===== src/rtl/fir_pkg.sv =====
// Shared definitions for the FIR upstream sequencer: opcodes, header layout,
// FSM state encoding and the common counter width.
package fir_pkg;

  // Header opcodes carried in the top two bits of a header byte
  localparam logic [1:0] OP_NOP    = 2'b00;
  localparam logic [1:0] OP_LOAD   = 2'b01;
  localparam logic [1:0] OP_STREAM = 2'b10;
  localparam logic [1:0] OP_FLUSH  = 2'b11;

  // Header field positions
  localparam int HDR_OP_MSB  = 7;
  localparam int HDR_OP_LSB  = 6;
  localparam int HDR_ARG_MSB = 5;
  localparam int HDR_ARG_LSB = 0;
  localparam int HDR_ARG_W   = HDR_ARG_MSB - HDR_ARG_LSB + 1;

  // One shared counter covers hold-off, sample, flush and gap counting;
  // 7 bits holds a full 64-sample STREAM length without wrapping.
  localparam int CNT_W = 7;

  typedef enum logic [2:0] {
    WAIT_INIT,
    IDLE,
    COLLECT,
    BURST,
    STREAM,
    FLUSH,
    GAP
  } state_t;

endpackage


===== src/rtl/fir_coef_buffer.sv =====
// Coefficient holding array: written in arrival order during COLLECT and
// read back in the same order during BURST. Each side has its own pointer
// that wraps after the last tap, so a completed load leaves both at zero.
module fir_coef_buffer #(
  parameter int WIDTH = 8,
  parameter int DEPTH = 3
) (
  input  logic             clk,
  input  logic             reset,
  input  logic             clr,
  input  logic             wr_en,
  input  logic [WIDTH-1:0] wr_data,
  input  logic             rd_en,
  output logic [WIDTH-1:0] rd_data,
  output logic             wr_last,
  output logic             rd_last
);

  localparam int PW = (DEPTH > 1) ? $clog2(DEPTH) : 1;

  logic [WIDTH-1:0] mem_reg [DEPTH];
  logic [PW-1:0]    wr_ptr_reg;
  logic [PW-1:0]    rd_ptr_reg;

  assign wr_last = (wr_ptr_reg == PW'(DEPTH - 1));
  assign rd_last = (rd_ptr_reg == PW'(DEPTH - 1));
  // Combinational read is fine here: the consumer registers x_n itself
  assign rd_data = mem_reg[rd_ptr_reg];

  // Write and read pointers, each wrapping after the last tap
  always_ff @(posedge clk) begin
    if (reset || clr) begin
      wr_ptr_reg <= '0;
      rd_ptr_reg <= '0;
    end else begin
      if (wr_en) wr_ptr_reg <= wr_last ? '0 : wr_ptr_reg + 1'b1;
      if (rd_en) rd_ptr_reg <= rd_last ? '0 : rd_ptr_reg + 1'b1;
    end
  end

  // Storage cells; contents survive reset, only the pointers restart
  for (genvar gi = 0; gi < DEPTH; gi++) begin : g_cell
    always_ff @(posedge clk) begin
      if (wr_en && (wr_ptr_reg == PW'(gi))) mem_reg[gi] <= wr_data;
    end
  end

endmodule


===== src/rtl/fir_stream_ctrl.sv =====
// Upstream sequencer for the FIR stage. Decodes a byte-packet stream into
// coefficient bursts, sample streaming and zero flushes while enforcing the
// FIR's setup hold-off, gapless bursts and idle gap after every burst.
// state_reg always names the state whose outputs are currently visible; each
// edge computes the next state together with that state's registered outputs.
module fir_stream_ctrl
  import fir_pkg::*;
#(
  parameter int X_N_SIZE     = 8,
  parameter int NBR_OF_TAPS  = 3,
  parameter int SETUP_CYCLES = 4,
  parameter int FLUSH_LEN    = 5,
  parameter int GAP_CYCLES   = 1
) (
  input  logic                clk,
  input  logic                reset,
  input  logic [X_N_SIZE-1:0] in_data,
  input  logic                in_valid,
  output logic                in_ready,
  output logic [X_N_SIZE-1:0] x_n,
  output logic                s_axis_fir_tvalid,
  output logic                s_set_coeffs,
  output logic                busy,
  output logic                cmd_done
);

  state_t              state_reg;
  logic [CNT_W-1:0]    cnt_reg;
  logic [CNT_W-1:0]    len_reg;
  logic                burst_last_reg;
  logic [X_N_SIZE-1:0] x_n_reg;
  logic                tvalid_reg;
  logic                set_coeffs_reg;
  logic                in_ready_reg;
  logic                cmd_done_reg;
  logic                busy_reg;

  logic                 accept;
  logic [1:0]           hdr_op;
  logic [HDR_ARG_W-1:0] hdr_arg;
  logic                 buf_clr;
  logic                 buf_wr_en;
  logic                 buf_rd_en;
  logic [X_N_SIZE-1:0]  buf_rd_data;
  logic                 buf_wr_last;
  logic                 buf_rd_last;
  logic [X_N_SIZE-1:0]  first_coef;

  assign accept  = in_valid && in_ready_reg;
  assign hdr_op  = in_data[HDR_OP_MSB:HDR_OP_LSB];
  assign hdr_arg = in_data[HDR_ARG_MSB:HDR_ARG_LSB];

  // With a single tap the byte being written is also the first one shown
  assign first_coef = (NBR_OF_TAPS == 1) ? in_data : buf_rd_data;

  assign in_ready          = in_ready_reg;
  assign x_n               = x_n_reg;
  assign s_axis_fir_tvalid = tvalid_reg;
  assign s_set_coeffs      = set_coeffs_reg;
  assign busy              = busy_reg;
  assign cmd_done          = cmd_done_reg;

  // Coefficient buffer pointer controls follow the FSM phase
  always_comb begin
    buf_clr   = 1'b0;
    buf_wr_en = 1'b0;
    buf_rd_en = 1'b0;
    case (state_reg)
      IDLE:    buf_clr = accept && (hdr_op == OP_LOAD);
      COLLECT: begin
        buf_wr_en = accept;
        buf_rd_en = accept && buf_wr_last;
      end
      BURST:   buf_rd_en = !burst_last_reg;
      default: ;
    endcase
  end

  fir_coef_buffer #(
    .WIDTH (X_N_SIZE),
    .DEPTH (NBR_OF_TAPS)
  ) u_coef_buffer (
    .clk     (clk),
    .reset   (reset),
    .clr     (buf_clr),
    .wr_en   (buf_wr_en),
    .wr_data (in_data),
    .rd_en   (buf_rd_en),
    .rd_data (buf_rd_data),
    .wr_last (buf_wr_last),
    .rd_last (buf_rd_last)
  );

  // Sequencer FSM with counters and all registered outputs
  always_ff @(posedge clk) begin
    if (reset) begin
      state_reg      <= WAIT_INIT;
      cnt_reg        <= '0;
      len_reg        <= '0;
      burst_last_reg <= 1'b0;
      x_n_reg        <= '0;
      tvalid_reg     <= 1'b0;
      set_coeffs_reg <= 1'b0;
      in_ready_reg   <= 1'b0;
      cmd_done_reg   <= 1'b0;
      busy_reg       <= 1'b1;
    end else begin
      // Strobes and the done pulse are single-cycle unless re-asserted; x_n holds
      tvalid_reg     <= 1'b0;
      set_coeffs_reg <= 1'b0;
      cmd_done_reg   <= 1'b0;
      case (state_reg)
        WAIT_INIT: begin
          if (cnt_reg == CNT_W'(SETUP_CYCLES - 1)) begin
            state_reg    <= IDLE;
            cnt_reg      <= '0;
            in_ready_reg <= 1'b1;
            busy_reg     <= 1'b0;
          end else begin
            cnt_reg <= cnt_reg + 1'b1;
          end
        end
        IDLE: begin
          if (accept) begin
            case (hdr_op)
              OP_LOAD: begin
                state_reg <= COLLECT;
                busy_reg  <= 1'b1;
              end
              OP_STREAM: begin
                state_reg <= STREAM;
                busy_reg  <= 1'b1;
                len_reg   <= CNT_W'(hdr_arg) + CNT_W'(1);
                cnt_reg   <= '0;
              end
              OP_FLUSH: begin
                state_reg    <= FLUSH;
                busy_reg     <= 1'b1;
                in_ready_reg <= 1'b0;
                tvalid_reg   <= 1'b1;
                x_n_reg      <= '0;
                cnt_reg      <= CNT_W'(1);
              end
              default: cmd_done_reg <= 1'b1;
            endcase
          end
        end
        COLLECT: begin
          // Last coefficient byte starts the burst straight away with coef[0]
          if (accept && buf_wr_last) begin
            state_reg      <= BURST;
            in_ready_reg   <= 1'b0;
            set_coeffs_reg <= 1'b1;
            x_n_reg        <= first_coef;
            burst_last_reg <= (NBR_OF_TAPS == 1);
          end
        end
        BURST: begin
          if (burst_last_reg) begin
            state_reg    <= GAP;
            cnt_reg      <= '0;
            cmd_done_reg <= (GAP_CYCLES == 1);
          end else begin
            set_coeffs_reg <= 1'b1;
            x_n_reg        <= buf_rd_data;
            burst_last_reg <= buf_rd_last;
          end
        end
        STREAM: begin
          // in_ready drops with the last accept so its sample still issues
          if (cnt_reg == len_reg) begin
            state_reg    <= GAP;
            cnt_reg      <= '0;
            cmd_done_reg <= (GAP_CYCLES == 1);
          end else if (accept) begin
            x_n_reg      <= in_data;
            tvalid_reg   <= 1'b1;
            cnt_reg      <= cnt_reg + 1'b1;
            in_ready_reg <= ((cnt_reg + 1'b1) != len_reg);
          end
        end
        FLUSH: begin
          if (cnt_reg == CNT_W'(FLUSH_LEN)) begin
            state_reg    <= GAP;
            cnt_reg      <= '0;
            cmd_done_reg <= (GAP_CYCLES == 1);
          end else begin
            tvalid_reg <= 1'b1;
            x_n_reg    <= '0;
            cnt_reg    <= cnt_reg + 1'b1;
          end
        end
        GAP: begin
          if (cnt_reg == CNT_W'(GAP_CYCLES - 1)) begin
            state_reg    <= IDLE;
            cnt_reg      <= '0;
            in_ready_reg <= 1'b1;
            busy_reg     <= 1'b0;
          end else begin
            cnt_reg      <= cnt_reg + 1'b1;
            cmd_done_reg <= ((cnt_reg + 1'b1) == CNT_W'(GAP_CYCLES - 1));
          end
        end
        default: state_reg <= WAIT_INIT;
      endcase
    end
  end

endmodule


===== config.mk =====
export PLATFORM = sky130hd
export DESIGN_NAME = fir_stream_ctrl
export DESIGN_NICKNAME = d
export VERILOG_FILES = /design/src/rtl/fir_pkg.sv /design/src/rtl/fir_coef_buffer.sv /design/src/rtl/fir_stream_ctrl.sv
export SDC_FILE = /design/constraint.sdc
export NUM_CORES = 1
export LEC_CHECK = 0
export BUFFER_PORTS_ARGS = -buffer_cell sky130_fd_sc_hd__buf_2
export CAP_MARGIN = 5
export CORE_UTILIZATION = 50
export DETAILED_ROUTE_END_ITERATION = 10
export GPL_TIMING_DRIVEN = 0
export PLACE_DENSITY = 0.68
export SYNTH_ARGS = -nofsm -noshare
export SYNTH_HDL_FRONTEND = slang
export SYNTH_SLANG_ARGS = --single-unit

===== constraint.sdc =====
create_clock -name clk -period 2.7 [get_ports clk]
set_input_delay 0.27 -clock clk [delete_from_list [all_inputs] [get_ports clk]]
set_output_delay 0.27 -clock clk [all_outputs]
set_load 0.01 [all_outputs]

### Yosys cells after proc, flatten, opt, wreduce, memory -nomap -nowiden

Memories as Yosys holds them, arrays and structs flattened. A register that Yosys moved wholly into a read port is not among the register bits.
Index checks and enable logic that the tools add are counted.

| word-level totals | value |
|---|---|
| bits in registers | 35 |
| memories kept | 1 |
| ROM bits | 0 |
| RAM bits | 24 |
| logic and storage cells | 152 |
| output and inout bits | 13 |
| bits in latches | 0 |
| bits of input ports | 11 |

| operators by class | value |
|---|---|
| reductions and logical operators | 27 |
| divide/modulo/power cells | 0 |
| multipliers | 0 |
| eq/ne operators | 32 |
| $lt $le $gt $ge | 0 |
| mux-type cells | 76 |
| add/subtract/negate cells | 4 |
| bitwise gates (word level) | 0 |
| shift operators | 0 |

Memories:

| name | words | bits a word | read ports | clocked after memory_dff | write ports | line | RTL |
|---|---|---|---|---|---|---|---|
| u_coef_buffer.mem_reg | 3 | 8 | 1 | 1 | 1 | fir_coef_buffer.sv:21 | `logic [WIDTH-1:0] mem_reg [DEPTH];` |

Operator list:

| operator | number |
|---|---|
| 8-bit 2-to-1 mux | 9 |
| 7-bit 2-to-1 mux | 7 |
| 7-bit case mux with 6 select lines | 1 |
| 8-bit case mux with 5 select lines | 1 |
| 1-bit 2-to-1 mux | 35 |
| 2-bit inequality test (second input constant) | 13 |
| 8-bit AND reduction | 3 |
| 3-bit 2-to-1 mux | 7 |
| 3-bit case mux with 7 select lines | 1 |
| 8-bit OR reduction | 2 |
| 7-bit zero test | 2 |
| 7-bit case mux with 2 select lines | 1 |
| 2-bit 2-to-1 mux | 6 |
| 1-bit case mux with 5 select lines | 2 |
| 5-bit AND reduction | 2 |
| 5-bit nonzero test | 2 |
| 3-bit == test (second input constant) | 3 |
| 3-bit case mux with 3 select lines | 1 |
| 2-bit == test (second input constant) | 4 |
| 6-bit by 1-bit adder with 7-bit output (second input constant) | 1 |
| 7-bit by 1-bit adder with 7-bit output (second input constant) | 1 |
| 7-bit by 2-bit == test with 1-bit output (second input constant) | 1 |
| 7-bit by 3-bit == test with 1-bit output (second input constant) | 1 |
| 7-bit == test | 1 |
| 20 further kinds | 32 |

### Longest topological paths before layout

| logic depth | value |
|---|---|
| word-level depth | 8 |
| mapped depth | 9 |
| depth with buffers taken out | 8 |

### By module

Synthesis repeated with hierarchy kept, for this count alone.

| unflattened totals | value |
|---|---|
| cells, all modules | 345 |
| area total of the unflattened synthesis | 3433.3 um2 |

By module, submodules not included:

| module | cells an instance | times used | seq. area each (um2) | area each (um2) |
|---|---|---|---|---|
| fir_stream_ctrl | 273 | 1 | 620.6 | 2311.0 |
| fir_coef_buffer | 72 | 1 | 840.8 | 1122.3 |

### Least setup slack after synthesis

No wires, ideal clock.

| timing | value |
|---|---|
| path type | reg2reg |
| start point | register state_reg[1] |
| end point | memory u_coef_buffer.mem_reg[2][0] (enable) |
| setup time | 0.388 ns |
| arrival time | 1.873 ns |
| slack | 0.439 ns |
| cell stages (with the launch flop) | 5 |
| buffers on the path | 1 |
| path through | dfxtp_1 -> clkbuf_1 -> nor2b_1 -> nand3_1 -> nor3b_1 |

| on the way | value |
|---|---|
| longest elaborated chain between the ends | 8 |
| elaborated cells between the ends (all ways) | 17 |
| classes of those cells | eq/ne: 1; mux: 11; reduce/logical: 5 |

RTL lines:

| item | line | RTL |
|---|---|---|
| start, declared | fir_stream_ctrl.sv:27 | `state_t state_reg;` |
| start signal, assigned | fir_stream_ctrl.sv:97 | `state_reg <= WAIT_INIT;` |
| start signal, assigned | fir_stream_ctrl.sv:115 | `state_reg <= IDLE;` |
| start signal, assigned | fir_stream_ctrl.sv:127 | `state_reg <= COLLECT;` |
| 3-bit by 2-bit == test with 1-bit output * | fir_stream_ctrl.sv:68 | `case (state_reg)` |
| 1-bit 2-to-1 mux * | fir_stream_ctrl.sv:68 |  |
| 1-bit logical AND | fir_coef_buffer.sv:44 | `if (wr_en && (wr_ptr_reg == PW'(gi))) mem_reg[gi] <= wr_data;` |
| 1-bit 2-to-1 mux | fir_coef_buffer.sv:44 |  |
| 1-bit 2-to-1 mux (implied by the code) | fir_coef_buffer.sv:44 |  |
| 8-bit OR reduction (no source line) | -- |  |
| 2-bit 2-to-1 mux (no source line) / 1-bit 2-to-1 mux (equally long branches) (2 in series) | -- |  |
| end, declared | fir_coef_buffer.sv:21 |  |

Mark *: on every way between the ends. The rest lies on a longest branch, timed or not.

### Worst setup path after layout

| timing | value |
|---|---|
| start point | register state_reg[1] |
| end point | memory u_coef_buffer.mem_reg[0][0] (enable) |

Same word-level chain as after synthesis.

==> flow_metrics.tcl <==
set metrics [dict create \
    rsz0062_at_grt "yes" \
    drtPass1Iterations 5 \
    layout_commonest_cell "dfxtp_1" \
    n_antenna_cell 0 \
    core-area_um2 6060 \
    fin_ws_ps 142 \
    synth_seq_cells 61 \
    finalCriticalPeriod_ps 2560 \
    hold_start "in_data[7]" \
    clk_pin_slew_ps 70 \
    drt-initial-drc-count 192 \
    slew_headroom_pct 41.4 \
    synth.top_cell.area_share_pct 23.0 \
    detail-route-antenna-nets 0 \
    syn_to_final_growth_pct 13.5 \
    viasPerCell 6.12 \
    reg2regPathDepth 5 \
    syn_area_um2 3220 \
    seq_area_frac_synth_pct 45.4 \
    route.detailed.drc 0 \
    ir_worst_vdd_mv 0.483 \
    synthArstFlopShare_pct 0 \
    fin_cells 461 \
    worstSkewPairLatency_ps 340 \
    synthTopCellsByArea "dfxtp_1 (23%), edfxtp_1 (22%), nor2_1 (3.6%)" \
    worstPathCellList "clkbuf_1 > nor2b_1 > nand3_1 > nor3_1 > buf_2" \
    max_stage_delay_ps 490 \
    dp_slack_ps -216 \
    arrival_ps 2600 \
    critical_path.top_delay_family "simple AND/OR/NAND/NOR gates" \
    gp_congestion 0.871 \
    largest_reg_flops 24 \
    rows 28 \
    antenna_found_initial 0 \
    status "finished, final reports clean" \
    syn_inst 345 \
    synth_cell_types 63 \
    power_density_nw_per_um2 686 \
    synth_edf_count 24 \
    layout-drive-gt1-share_pct 14.8 \
    cp.depth 5 \
    crit_fanout 10 \
    path_buf_inv 2 \
    fmax_mhz 391 \
    rrSetupSlack_ps 140 \
    pin_count 24 \
    synth_top_area_cell "dfxtp_1" \
    crit_required_ps 2740 \
    setup_violations 0 \
    globalRouteOverflowTotal 0 \
    grt_start_max_net_pins 13 \
    final_area_um2 3650 \
    htree_levels 3 \
    port_buffers 23 \
    cts_made_buffers 9 \
    fillers 548 \
    grt_pass1_wl_mm 12.6 \
    place_area_um2 3440 \
    post_drt_wl_per_cell_um 16.6 \
    yosys_warnings 0 \
    die_w_um 82.2 \
    finish.utilization_pct 60.2 \
    reg2reg_to "u_coef_buffer.mem_reg[0][0]" \
    worstMarginPinSlew_ps 871 \
    tritoncts "built" \
    avgSynthCellArea_um2 9.32 \
    cts_setup_buffers 0 \
    hold_buffers 0 \
    grt_pass1_vias 2547 \
    slew_viol_final 0 \
    crit_path_top_delay_cell "nor3_1" \
    critPathCaptureType "register" \
    cts.sinks 61 \
    min_path_cells 1 \
    hold_viol 0 \
    r2r_start "state_reg[1]" \
    syn_nets 360 \
    fin_nets 396 \
    min_to "u_coef_buffer.mem_reg[2][7]" \
    total_power_mw 2.50 \
    post-dp-hpwl_mm 5.44 \
    dr_total_vias 2822 \
    drv_cap 0 \
    hold_class "in -> reg" \
    fin_crit_sh_pct 94.8 \
    leakagePower_nw 1.27 \
    placed_cells 445 \
    clock_tree.root_cell "clkbuf_8" \
    die_area_um2 6760 \
    drt-total-wl_mm 7.66 \
    start_util_pct 53.1 \
    cts_buffer_depth 2 \
    start_kind "register" \
    finClkSkew_ps 5.39 \
    final_cell_mix "dfxtp_1 (37), buf_2 (31), nor2_1 (31), nand2_1 (26), edfxtp_1 (24)" \
    dieHeight_um 82.2 \
    synth-main-ff-cell "dfxtp_1" \
    track_usage_pct 25.5 \
    path_class "reg -> reg" \
]
==> metrics by stage <==
| stage | hold WS, ps | TNS (ps) |
|---|---|---|
| 2_1_floorplan | 369 | 0 |
| 3_5_place_dp | 448 | -1820 |
| 3_3_place_gp | 443 | -6020 |
| 6_report | 142 | 0 |
| 4_1_cts | 129 | 0 |
| 5_1_grt | 127 | -225 |
==> routing by layer <==
metal	wire length (um)	GRT usage, %
met5	0	0
met4	170	9.47
met3	585	6.81
met2	3370	39.1
met1	3530	34.4
==> Yosys cell counts (2+ instances only) <==
master     number
a2111oi_0       2
a211oi_1        9
a21o_1          2
a21oi_1        16
a221oi_1       10
a22oi_1         4
a31oi_1         4
a32oi_1         2
a41o_1          2
and2_1          6
and3_1          4
buf_2           6
clkbuf_1       13
dfxtp_1        37
edfxtp_1       24
ha_1            4
inv_1          18
mux2i_1        11
nand2_1        26
nand2b_1        3
nand3_1        15
nand3b_1        2
nand4_1         4
nand4b_1        2
nor2_1         31
nor2b_1         7
nor3_1          4
nor3b_1         3
nor4_1          2
o21ai_0        19
o21ai_1         2
o22ai_1         2
o311ai_0        3
o31ai_1         3
o41ai_1         2
or3_1           3
xnor2_1        10
xor2_1          3
==> how the worst max path moves through the flow <==
stage | start | endpoint | slack, ps
final | state_reg[1] | u_coef_buffer.mem_reg[0][0] | 140
after floorplan | state_reg[1] | u_coef_buffer.mem_reg[2][0] | 440
after CTS | cnt_reg[1] | cnt_reg[4] | 150
after global routing | state_reg[1] | u_coef_buffer.mem_reg[0][1] | -20
after global placement | state_reg[1] | u_coef_buffer.mem_reg[1][4] | -280
after detailed placement | state_reg[1] | u_coef_buffer.mem_reg[2][4] | -220
==> where the power goes <==
group	total (mW)	internal, mW	switching (mW)
clock	0.815	0.428	0.387
combinational	0.648	0.245	0.403
sequential	1.04	0.990	0.0510
==> cell type report <==
cell class,count,area [um^2],area share (%)
Sequential cell,61,1460,40.0
Multi-Input combinational cell,245,1610,44.0
Clock inverter,7,75.1,2.06
Inverter,18,67.6,1.85
Tap cell,75,93.8,2.57
Buffer,21,97.6,2.67
Timing Repair Buffer,25,125,3.43
Clock buffer,9,124,3.39
==> cells by family (layout without fill, tap and decap cells) <==
kind of cell / Yosys count / after routing / share of synthesized area [%]
flops: 61 / 61 / 45.4
simple gates: 117 / 117 / 18.6
mux: 11 / 11 / 3.42
fa+ha+maj: 4 / 4 / 1.56
xor+xnor: 13 / 13 / 3.54
compound gates: 100 / 100 / 22.4
buf+inv: 39 / 80 / 5.13
==> what timing repair did <==
| action | 4_1_cts | 5_1_grt |
|---|---|---|
| gates cloned | 0 | 0 |
| resized for setup | 1 | 1 |
| setup endpoints to repair | 9 | 14 |
Power figures use the tool's default switching activity.
